`config.mk`:
```
export PLATFORM = sky130hd
export DESIGN_NAME = serial_add_ctrl
export DESIGN_NICKNAME = d
export VERILOG_FILES = /design/src/rtl/alu_pkg.sv /design/src/rtl/serial_add_ctrl_fulladder.sv /design/src/rtl/serial_add_ctrl.sv
export SDC_FILE = /design/constraint.sdc
export NUM_CORES = 1
export LEC_CHECK = 0
export CAP_MARGIN = 0
export CORE_UTILIZATION = 50
export CTS_CLUSTER_DIAMETER = 120
export DETAILED_ROUTE_END_ITERATION = 8
export GPL_TIMING_DRIVEN = 0
export HOLD_SLACK_MARGIN = 0.06
export PLACE_DENSITY = 0.75
export SYNTH_ARGS = -nofsm -noshare
export SYNTH_HDL_FRONTEND = slang
export SYNTH_SLANG_ARGS = --single-unit
```
`constraint.sdc`:
```
create_clock -name clk -period 1.8 [get_ports clk]
set_input_delay 0.27 -clock clk [delete_from_list [all_inputs] [get_ports clk]]
set_output_delay 0.27 -clock clk [all_outputs]
set_load 0.05 [all_outputs]
```
`src/rtl/alu_pkg.sv`:
```
`default_nettype none
// ============================================================================
//  Module      : alu_pkg
//  Description : Shared ALU definitions: controller state encoding and
//                legal width bounds for the serial arithmetic path.
//  Revision    : 1.0  initial release
// ============================================================================
package alu_pkg;

  // Controller state encoding (2-bit, shared by ALU sequencers)
  typedef enum logic [1:0] {
    ST_IDLE = 2'd0,
    ST_RUN  = 2'd1,
    ST_DONE = 2'd2
  } state_t;

  localparam int MIN_WIDTH = 1;
  localparam int MAX_WIDTH = 32;

endpackage : alu_pkg
`default_nettype wire

```
`src/rtl/serial_add_ctrl_fulladder.sv`:
```
`default_nettype none
// ============================================================================
//  Module      : fulladder
//  Description : One-bit full adder; the only arithmetic element of the
//                bit-serial adder/subtractor.
//  Revision    : 1.0  initial release
// ============================================================================
module fulladder (
  input  logic A,
  input  logic B,
  input  logic Cin,
  output logic Sum,
  output logic Cout
);

  assign Sum  = A ^ B ^ Cin;
  assign Cout = (A & B) | (Cin & (A ^ B));

endmodule : fulladder
`default_nettype wire

```
`src/rtl/serial_add_ctrl.sv`:
```
`default_nettype none
// ============================================================================
//  Module      : serial_add_ctrl
//  Description : Bit-serial adder/subtractor controller. Operands are latched
//                on Start, processed LSB first through a single shared full
//                adder, one bit per clock, and the result is published with
//                a one-cycle Done pulse. Subtraction is A + ~B + ~Cin.
//  Revision    : 1.0  initial release
// ============================================================================
module serial_add_ctrl #(
  parameter int WIDTH = 8
) (
  input  logic             clk,
  input  logic             rst,
  input  logic             Start,
  input  logic [WIDTH-1:0] A,
  input  logic [WIDTH-1:0] B,
  input  logic             Cin,
  input  logic             Sub,
  output logic [WIDTH-1:0] Sum,
  output logic             Cout,
  output logic             Overflow,
  output logic             Busy,
  output logic             Done
);

  import alu_pkg::*;

  localparam int             CW         = $clog2(WIDTH + 1);
  localparam logic [CW-1:0]  c_last_bit = CW'(WIDTH - 1);

  state_t           r_state;
  logic [WIDTH-1:0] r_a;
  logic [WIDTH-1:0] r_b;
  logic [WIDTH-1:0] r_res;
  logic             r_carry;
  logic [CW-1:0]    r_cnt;

  logic             w_fa_sum;
  logic             w_fa_cout;
  logic [WIDTH-1:0] w_a_next;
  logic [WIDTH-1:0] w_b_next;
  logic [WIDTH-1:0] w_res_next;

  // Shared full adder always works on the current LSB of the operand shifters
  fulladder u_fa (
    .A    (r_a[0]),
    .B    (r_b[0]),
    .Cin  (r_carry),
    .Sum  (w_fa_sum),
    .Cout (w_fa_cout)
  );

  // Operands shift right toward the adder; result bits enter at the MSB so the
  // first computed bit lands in bit 0 after WIDTH shifts
  if (WIDTH == 1) begin : g_w1
    assign w_a_next   = 1'b0;
    assign w_b_next   = 1'b0;
    assign w_res_next = w_fa_sum;
  end else begin : g_wn
    assign w_a_next   = {1'b0, r_a[WIDTH-1:1]};
    assign w_b_next   = {1'b0, r_b[WIDTH-1:1]};
    assign w_res_next = {w_fa_sum, r_res[WIDTH-1:1]};
  end

  // Sequencer: accept, one bit per cycle, publish, single-cycle DONE
  always_ff @(posedge clk or posedge rst) begin
    if (rst) begin
      r_state  <= ST_IDLE;
      r_a      <= '0;
      r_b      <= '0;
      r_res    <= '0;
      r_carry  <= 1'b0;
      r_cnt    <= '0;
      Sum      <= '0;
      Cout     <= 1'b0;
      Overflow <= 1'b0;
      Busy     <= 1'b0;
      Done     <= 1'b0;
    end else begin
      case (r_state)
        ST_IDLE: begin
          Done <= 1'b0;
          if (Start) begin
            r_a     <= A;
            r_b     <= Sub ? ~B : B;
            r_carry <= Sub ? ~Cin : Cin;
            r_res   <= '0;
            r_cnt   <= '0;
            Busy    <= 1'b1;
            r_state <= ST_RUN;
          end
        end
        ST_RUN: begin
          r_a     <= w_a_next;
          r_b     <= w_b_next;
          r_res   <= w_res_next;
          r_carry <= w_fa_cout;
          if (r_cnt == c_last_bit) begin
            // r_carry is still the carry into the MSB at this edge
            Sum      <= w_res_next;
            Cout     <= w_fa_cout;
            Overflow <= r_carry ^ w_fa_cout;
            Busy     <= 1'b0;
            Done     <= 1'b1;
            r_state  <= ST_DONE;
          end else begin
            r_cnt <= r_cnt + CW'(1);
          end
        end
        ST_DONE: begin
          Done    <= 1'b0;
          r_state <= ST_IDLE;
        end
        default: begin
          Busy    <= 1'b0;
          Done    <= 1'b0;
          r_state <= ST_IDLE;
        end
      endcase
    end
  end

endmodule : serial_add_ctrl
`default_nettype wire

```
## Word-level counts from Yosys, hierarchy flattened

Index checks and enable logic that the tools add are counted.

- Input port bits: 21
- Register bits after elaboration: 43
- Word-level logic and storage cells: 55
- Output and inout bits: 12

- Bitwise gates (word level): 9
- Equal/unequal tests: 6
- Mux-type cells: 21
- Reductions and logical operators: 7
- $add $sub $neg: 1

Operators by type and width:

| cell | number |
|---|---|
| 8-bit case mux with 2 select lines | 3 |
| 8-bit two-way mux | 4 |
| 4-bit two-way mux | 2 |
| 8-bit inverter | 1 |
| 4-bit case mux with 2 select lines | 1 |
| 1-bit two-way mux | 6 |
| 2-bit inequality test, second input constant | 3 |
| 2-bit AND reduction | 3 |
| 3-bit AND reduction | 2 |
| 4-bit by 1-bit adder with 4-bit output, second input constant | 1 |
| 4-bit by 3-bit equality test with 1-bit output, second input constant | 1 |
| 2-bit two-way mux | 2 |
| 2-bit case mux with 2 select lines | 1 |
| 1-bit case mux with 3 select lines | 1 |
| 1-bit XOR | 3 |
| 1-bit bitwise AND | 2 |
| 2-bit by 1-bit equality test with 1-bit output, second input constant | 1 |
| 2-bit equality test, second input constant | 1 |
| 2-bit logical NOT | 1 |
| 1-bit inverter | 2 |
| 1-bit case mux with 2 select lines | 1 |
| 2-bit nonzero test | 1 |
| 1-bit bitwise OR | 1 |

## Longest topological paths before layout

Gate-level depths: netlist (run 1).

- Word-level depth: 4
- Gate-level depth with buffers: 6
- Gate-level depth less buffers: 4

## By module

Synthesis (run 1) repeated with hierarchy kept, for this count alone.

- Cells, all modules: 161
- Area, all modules: 1,936.9 um^2

By module, submodules not included:

| module | area each (um^2) | cells each | times used | seq. area each (um^2) |
|---|---|---|---|---|
| serial_add_ctrl | 1,916.8 | 160 | 1 | 1,051.0 |
| fulladder | 20.0 | 1 | 1 | 0.0 |

## Least setup slack after synthesis (run 1)

Ideal clock, no wire load.

- Path type: register to register
- Start: register r_cnt[0]
- End: register Cout
- Period minus slack after synthesis: 1.603 ns
- Arrival time: 1.478 ns
- Cell stages (with the launch flop): 7
- Buffers on the path: 2
- Required time: 1.675 ns
- Path slack: 0.197 ns
- Cells stage by stage: dfrtp_1 ha_1 and3b_1 buf_6 and2_4 buf_12 mux2_4

- Cells in the longest elaborated chain, start to end: 2

Ends and longest elaborated chain:

| what | line | RTL |
|---|---|---|
| start, declared | serial_add_ctrl.sv:37 | `logic [CW-1:0] r_cnt;` |
| start signal, assigned | serial_add_ctrl.sv:108 | `r_cnt <= r_cnt + CW'(1);` |
| 4-bit by 3-bit equality test with 1-bit output | serial_add_ctrl.sv:99 | `if (r_cnt == c_last_bit) begin` |
| 2-bit AND reduction (no line) | -- |  |
| end signal, assigned | serial_add_ctrl.sv:102 | `Cout <= w_fa_cout;` |
| end, declared | serial_add_ctrl.sv:21 | `output logic Cout,` |

No other way between the ends.
A chain may end at the register's enable or synchronous reset.

## Final worst setup path (run 1)

- Start: register Busy
- End: output Busy

RTL lines:

| what | line | RTL |
|---|---|---|
| start, declared | serial_add_ctrl.sv:23 | `output logic Busy,` |
| start signal, assigned | serial_add_ctrl.sv:78 | `Busy <= 1'b0;` |
| start signal, assigned | serial_add_ctrl.sv:90 | `Busy <= 1'b1;` |
| start signal, assigned | serial_add_ctrl.sv:104 | `Busy <= 1'b0;` |

No word-level cell between the ends.

==> results of run 1 <==
## state kept, by name (all words and copies together), names as in the netlist, 2 cells and up
name and count:
r_res 7, Sum 8, r_b 8, r_cnt 4
r_state 2, r_a 8
## final cells by class
| class | instances | area share, % |
|---|---|---|
| Buffer | 11 | 3.09 |
| Timing Repair Buffer | 31 | 13.0 |
| Tap cell | 48 | 2.52 |
| Clock buffer | 7 | 3.20 |
| Multi-Input combinational cell | 104 | 32.1 |
| Clock inverter | 1 | 1.26 |
| Inverter | 5 | 0.786 |
| Sequential cell | 42 | 44.0 |
## power by group
group	switching (mW)	total [mW]	internal, mW
combinational	1.04	1.89	0.852
clock	0.309	0.724	0.415
sequential	0.271	1.60	1.33
## per-layer routing
metal	track usage, %	up-vias	routed length (um)
met5	0	-	0
li1	-	641	-
met3	4.29	5	117
met1	26.6	673	1670
met2	35.5	31	1840
met4	5.97	0	46
## Yosys cell counts (3+ instances only)
master	count	area, um2
o21ai_0	9	45.0
mux2i_1	7	70.1
xnor2_1	10	87.6
a21oi_1	6	30.0
buf_2	3	15.0
nand2_1	25	93.8
nand3_1	5	25.0
a22o_1	7	61.3
nor2_1	3	11.3
mux2_4	8	120
o221ai_1	7	61.3
dfrtp_1	42	1050
clkbuf_1	4	15.0
inv_1	5	18.8
## per-stage QoR
step           utilization (%)  hold slack, ns  TNS (ns)
3_5_place_dp              62.3           0.475    -0.147
3_3_place_gp              62.3           0.461    -10.88
4_1_cts                   65.2           0.486         0
5_1_grt                   65.2           0.510         0
6_report                  65.2           0.471         0
2_1_floorplan                -           0.413         0
## worst min-delay path by stage
stage	from	to	slack [ns]	depth (start not counted)
after floorplan	A[7]	r_a[7]	0.41	2
after global placement	r_a[2]	r_a[2]	0.46	2
after detailed placement	r_a[4]	r_a[4]	0.47	2
after CTS	Sub	r_b[7]	0.49	3
after global routing	Sub	r_b[7]	0.51	3
final	rst	r_a[2]	0.47	2
## cell families after synthesis
family          count (synthesis)  share of synthesized area [%]
compound gates                 37                           13.9
buf+inv                        16                           4.85
flops                          42                           55.0
fa+ha+maj                       2                           1.70
mux                            16                           10.5
simple gates                   39                           9.37
xor+xnor                       10                           4.58
==> reports/qor.txt, run 1 <==
P_leak - 1.06 nW
Placer Congestion - 0.782
Post-synth cell types - 35
Layout fillers - 285
Crit path DAT - 1.47 ns
Maximum Capacitance Violations - 0
Clk_skew - 0.00163 ns
Most frequent cells in the layout - dfrtp_1, clkdlybuf4s50_1, nand2_1
Status - complete, no violations
GR Overflow Total - 0
Slew HR - 42.4%
CTS tree - yes
Main flop type after synthesis - dfrtp_1
RSZ-0062 raised after global routing - no
Core Area - 3660 um2
Crit path max-delay family - buffers and inverters
Crit path launch type - register
Syn Area/Cell - 11.8 um2
CP Depth - 1
Vias in the first global route - 1,419
Maximum clock rate - 574 MHz
Ports - 33
Largest net degree at the start of global routing - 43
WL/cell - 14.7 um
Post-Synthesis Net Count - 185
Synth Register Bits - 42
Post-synthesis async set-or-reset flop share - 100%
Synthesis-to-layout area growth - 25.0%
Worst path bufs/invs - 1
Sequential area share after synthesis - 55.0%
Postcts setup bufs - 0
Worst skew pair latency - 0.29 ns
Worst path cell trace - clkdlybuf4s50_1
Final Cycle Share - 96.8%
Clock buffers created by TritonCTS - 5
Cts-stage hold buffer count - 0
Final Worst Setup Slack - 0.0580 ns
Antenna diodes - 0
Area of placed instances - 2280 um2
H-tree depth - 2
First-pass GRT wire length - 6480 um
Vias - 1,350
Initial Utilization - 52.2%
Final Slew Violations - 0
Post-DP HPWL - 2600 um
Final non-filler cell total - 249
Post-Route WL - 3670 um
Post-synth EDFFs - 0
Vias per inst - 5.42
Overall routing resource usage - 20.8%
R2r worst-path depth - 6
R2R setup slack - 0.08 ns
Crit path kind - register to output pin
R2r endpoint - Cout
Layout Nets - 223
Initial antenna violation count - 0
Slew @ Worst Pin - 0.862 ns
Multi-input gate area - 767 um2
Setup crit end kind - output pin
Die height - 63.8 um
Critical path required time - 1.53 ns
Layout cells sized above 1 - 13.4%
Cells after Synth - 162
Clock buffer depth - 2
Placed cell count - 241
Slowest CP cell - clkdlybuf4s50_1
Worst Setup SP - Busy
Std-Cell Rows - 22
Final min period - 1.74 ns
Final hold vios - 0
Worst vdd ir - 0.878 mV
PortBufs - 31
Reg-to-reg startpoint - r_cnt[0]
Clock root cell - clkbuf_8
CTS Sinks - 42
Number of routed nets with antenna violations - 0
Critical path's largest stage delay - 0.81 ns
Final Power - 4.22 mW
Pwr per Cell Area - 1770 nW/um2
Resize count post-CTS - 0
Reg clk slew, reported paths - 0.07 ns
Worst-path maximum fanout - 3
Final Instance Area - 2390 um2
Register Area - 1050 um2
Starting DRT DRC Count - 59
Placement Setup Slack - -0.0677 ns
Yosys warnings - 0
Cell area after synthesis - 1910 um2
DRT Pass-1 Iters - 4
DIE WIDTH - 63.8 um
DIE AREA - 4070 um2
DRC - 0
Commonest non-fill, non-tap cell in the layout - dfrtp_1
Hold crit path type - primary input to async pin
Final setup violation count - 0
End point of the critical path - Busy
Power figures use the tool's default switching activity.
==> inputs of run 2 (changes only) <==
- CTS_CLUSTER_SIZE: not set -> 28
==> results of run 2 <==
Final layout, timing and power as in run 1 (identical DEF).
==> inputs of run 3 (changes only) <==
- SLEW_MARGIN: not set -> 25
- clock period: 1.8 -> 1.9 ns (I/O delays scaled with it)
==> run 3 against run 2 <==
Final cell count increased by 0.40%. Sequential power decreased by 5%. Total power decreased by 5.3%. Clock skew increased by 0.0023 ns. Register-to-register slack improved by 0.10 ns. Clock power decreased by 6.1%. Hold slack got worse by 0.16 ns. Die area unchanged. Cell area increased by 1.2%.
==> reports/qor.txt, run 3 (same netlist as run 1, synthesis figures left out) <==
DRC - 0 (unchanged)
Die height - 63.8 um (unchanged)
Worst vdd ir - 0.730 mV (was 0.878 mV)
Critical path's largest stage delay - 0.81 ns (about the same)
Crit path kind - register to output pin (unchanged)
Vias per inst - 5.52 (was 5.42)
Reg clk slew, reported paths - 0.07 ns (about the same)
Layout Nets - 224 (was 223)
Layout fillers - 281 (was 285)
DIE AREA - 4070 um2 (unchanged)
Synthesis-to-layout area growth - 26.4% (was 25.0%)
Crit path DAT - 1.47 ns (about the same)
Final hold vios - 0 (unchanged)
Placer Congestion - 0.782 (unchanged)
Biggest regs - Sum (8), r_a (8), r_b (8) (unchanged)
Commonest non-fill, non-tap cell in the layout - dfrtp_1 (unchanged)
Status - complete, no violations (unchanged)
PortBufs - 31 (unchanged)
RSZ-0062 raised after global routing - no (unchanged)
DIE WIDTH - 63.8 um (unchanged)
Clock buffers created by TritonCTS - 5 (unchanged)
Final min period - 1.75 ns
Setup crit end kind - output pin (unchanged)
Std-Cell Rows - 22 (unchanged)
Worst path cell trace - clkdlybuf4s50_1 (unchanged)
R2r endpoint - Cout (unchanged)
Worst skew pair latency - 0.29 ns (about the same)
Clock root cell - clkbuf_8 (unchanged)
Final Worst Setup Slack - 0.150 ns (was 0.0580 ns)
Core Area - 3660 um2 (unchanged)
CTS tree - yes (unchanged)
Final setup violation count - 0 (unchanged)
Ports - 33 (unchanged)
First-pass GRT wire length - 6470 um (was 6480 um)
P_leak - 1.07 nW (was 1.06 nW)
Worst-path maximum fanout - 3 (unchanged)
Cts-stage hold buffer count - 0 (unchanged)
Maximum clock rate - 571 MHz
Maximum Capacitance Violations - 0 (unchanged)
Reg-to-reg startpoint - r_cnt[0] (unchanged)
Final non-filler cell total - 250 (was 249)
GR Overflow Total - 0 (unchanged)
Number of routed nets with antenna violations - 0 (unchanged)
R2r worst-path depth - 6 (unchanged)
Crit path launch type - register (unchanged)
R2R setup slack - 0.18 ns (was 0.08 ns)
Overall routing resource usage - 20.7% (was 20.8%)
Slew @ Worst Pin - 0.493 ns (was 0.862 ns)
Post-Route WL - 3670 um (about the same)
Clk_skew - 0.00397 ns (was 0.00163 ns)
Postcts setup bufs - 0 (unchanged)
Vias - 1,380 (was 1,350)
Slew HR - 67.0% (was 42.4%)
Vias in the first global route - 1,449 (was 1,419)
Final setup TNS - 0 ns (unchanged)
Critical path required time - 1.62 ns (was 1.53 ns)
DRT Pass-1 Iters - 4 (unchanged)
WL/cell - 14.7 um (about the same)
Placed cell count - 242 (was 241)
Starting DRT DRC Count - 83 (was 59)
Pwr per Cell Area - 1660 nW/um2 (was 1770 nW/um2)
Antenna diodes - 0 (unchanged)
Resize count post-CTS - 0 (unchanged)
Initial Utilization - 52.2% (unchanged)
Placement Setup Slack - 0.0208 ns (was -0.0677 ns)
Worst path bufs/invs - 1 (unchanged)
Most frequent cells in the layout - dfrtp_1, clkdlybuf4s50_1, nand2_1 (unchanged)
Final Cycle Share - 92.1%
Post-DP HPWL - 2670 um (was 2600 um)
H-tree depth - 2 (unchanged)
Largest net degree at the start of global routing - 25 (was 43)
Slowest CP cell - clkdlybuf4s50_1 (unchanged)
Clock buffer depth - 2 (unchanged)
Final Slew Violations - 0 (unchanged)
Crit path max-delay family - buffers and inverters (unchanged)
CTS Sinks - 42 (unchanged)
Hold crit path type - primary input to async pin (unchanged)
Layout cells sized above 1 - 13.9% (was 13.4%)
Initial antenna violation count - 0 (unchanged)
-- run 3: cell count changes in the layout (fill, tap and decap cells not counted), sizes merged --
cell,change
buf,+1
-- run 3: metrics by stage --
step | instance area (um2) | hold slack (ns) | total power, mW | util (%)
after floorplan | 1910 | 0.428 | 2.81 | -
after global placement | 2280 | 0.461 | 3.24 | 62.3
after detailed placement | 2310 | 0.475 | 3.34 | 63.1
after CTS | 2410 | 0.328 | 4.03 | 66.0
after global routing | 2410 | 0.371 | 4.26 | 66.0
final | 2410 | 0.315 | 4.00 | 66.0
-- run 3: worst max-delay path by stage --
stage	depth (start not counted)	slack [ns]	to	startpoint
4_1_cts	1	0.14	Overflow	Overflow
5_1_grt	1	0.11	Overflow	Overflow
2_1_floorplan	6	0.30	Cout	r_cnt[0]
3_3_place_gp	2	-0.18	r_b[7]	rst
6_report	1	0.15	Busy	Busy
3_5_place_dp	5	0.02	r_a[1]	Start
-- run 3: layout make-up --
| type | count | area, um2 | area share, % |
|---|---|---|---|
| tap | 48 | 60.1 | 2.49 |
| multi-input combinational | 104 | 767 | 31.8 |
| timing repair buffer | 32 | 338 | 14.0 |
| buffer | 11 | 73.8 | 3.06 |
| inverter | 5 | 18.8 | 0.777 |
| clock buffer | 7 | 76.3 | 3.16 |
| sequential | 42 | 1050 | 43.5 |
| clock inverter | 1 | 30.0 | 1.24 |
-- run 3: power breakdown --
group / switching [mW] / leakage [nW] / internal, mW
sequential: 0.257 / 0.538 / 1.26
clock: 0.287 / 0.0524 / 0.393
combinational: 0.984 / 0.481 / 0.813
total: 1.53 / 1.07 / 2.47
-- run 3: layer usage --
metal	vias to the layer above	part of all wire, %	track usage (%)
met5	-	0	0
met4	0	1.0	7.10
met3	5	3.7	3.75
met2	40	51	36.3
met1	693	44	25.6
li1	642	-	-
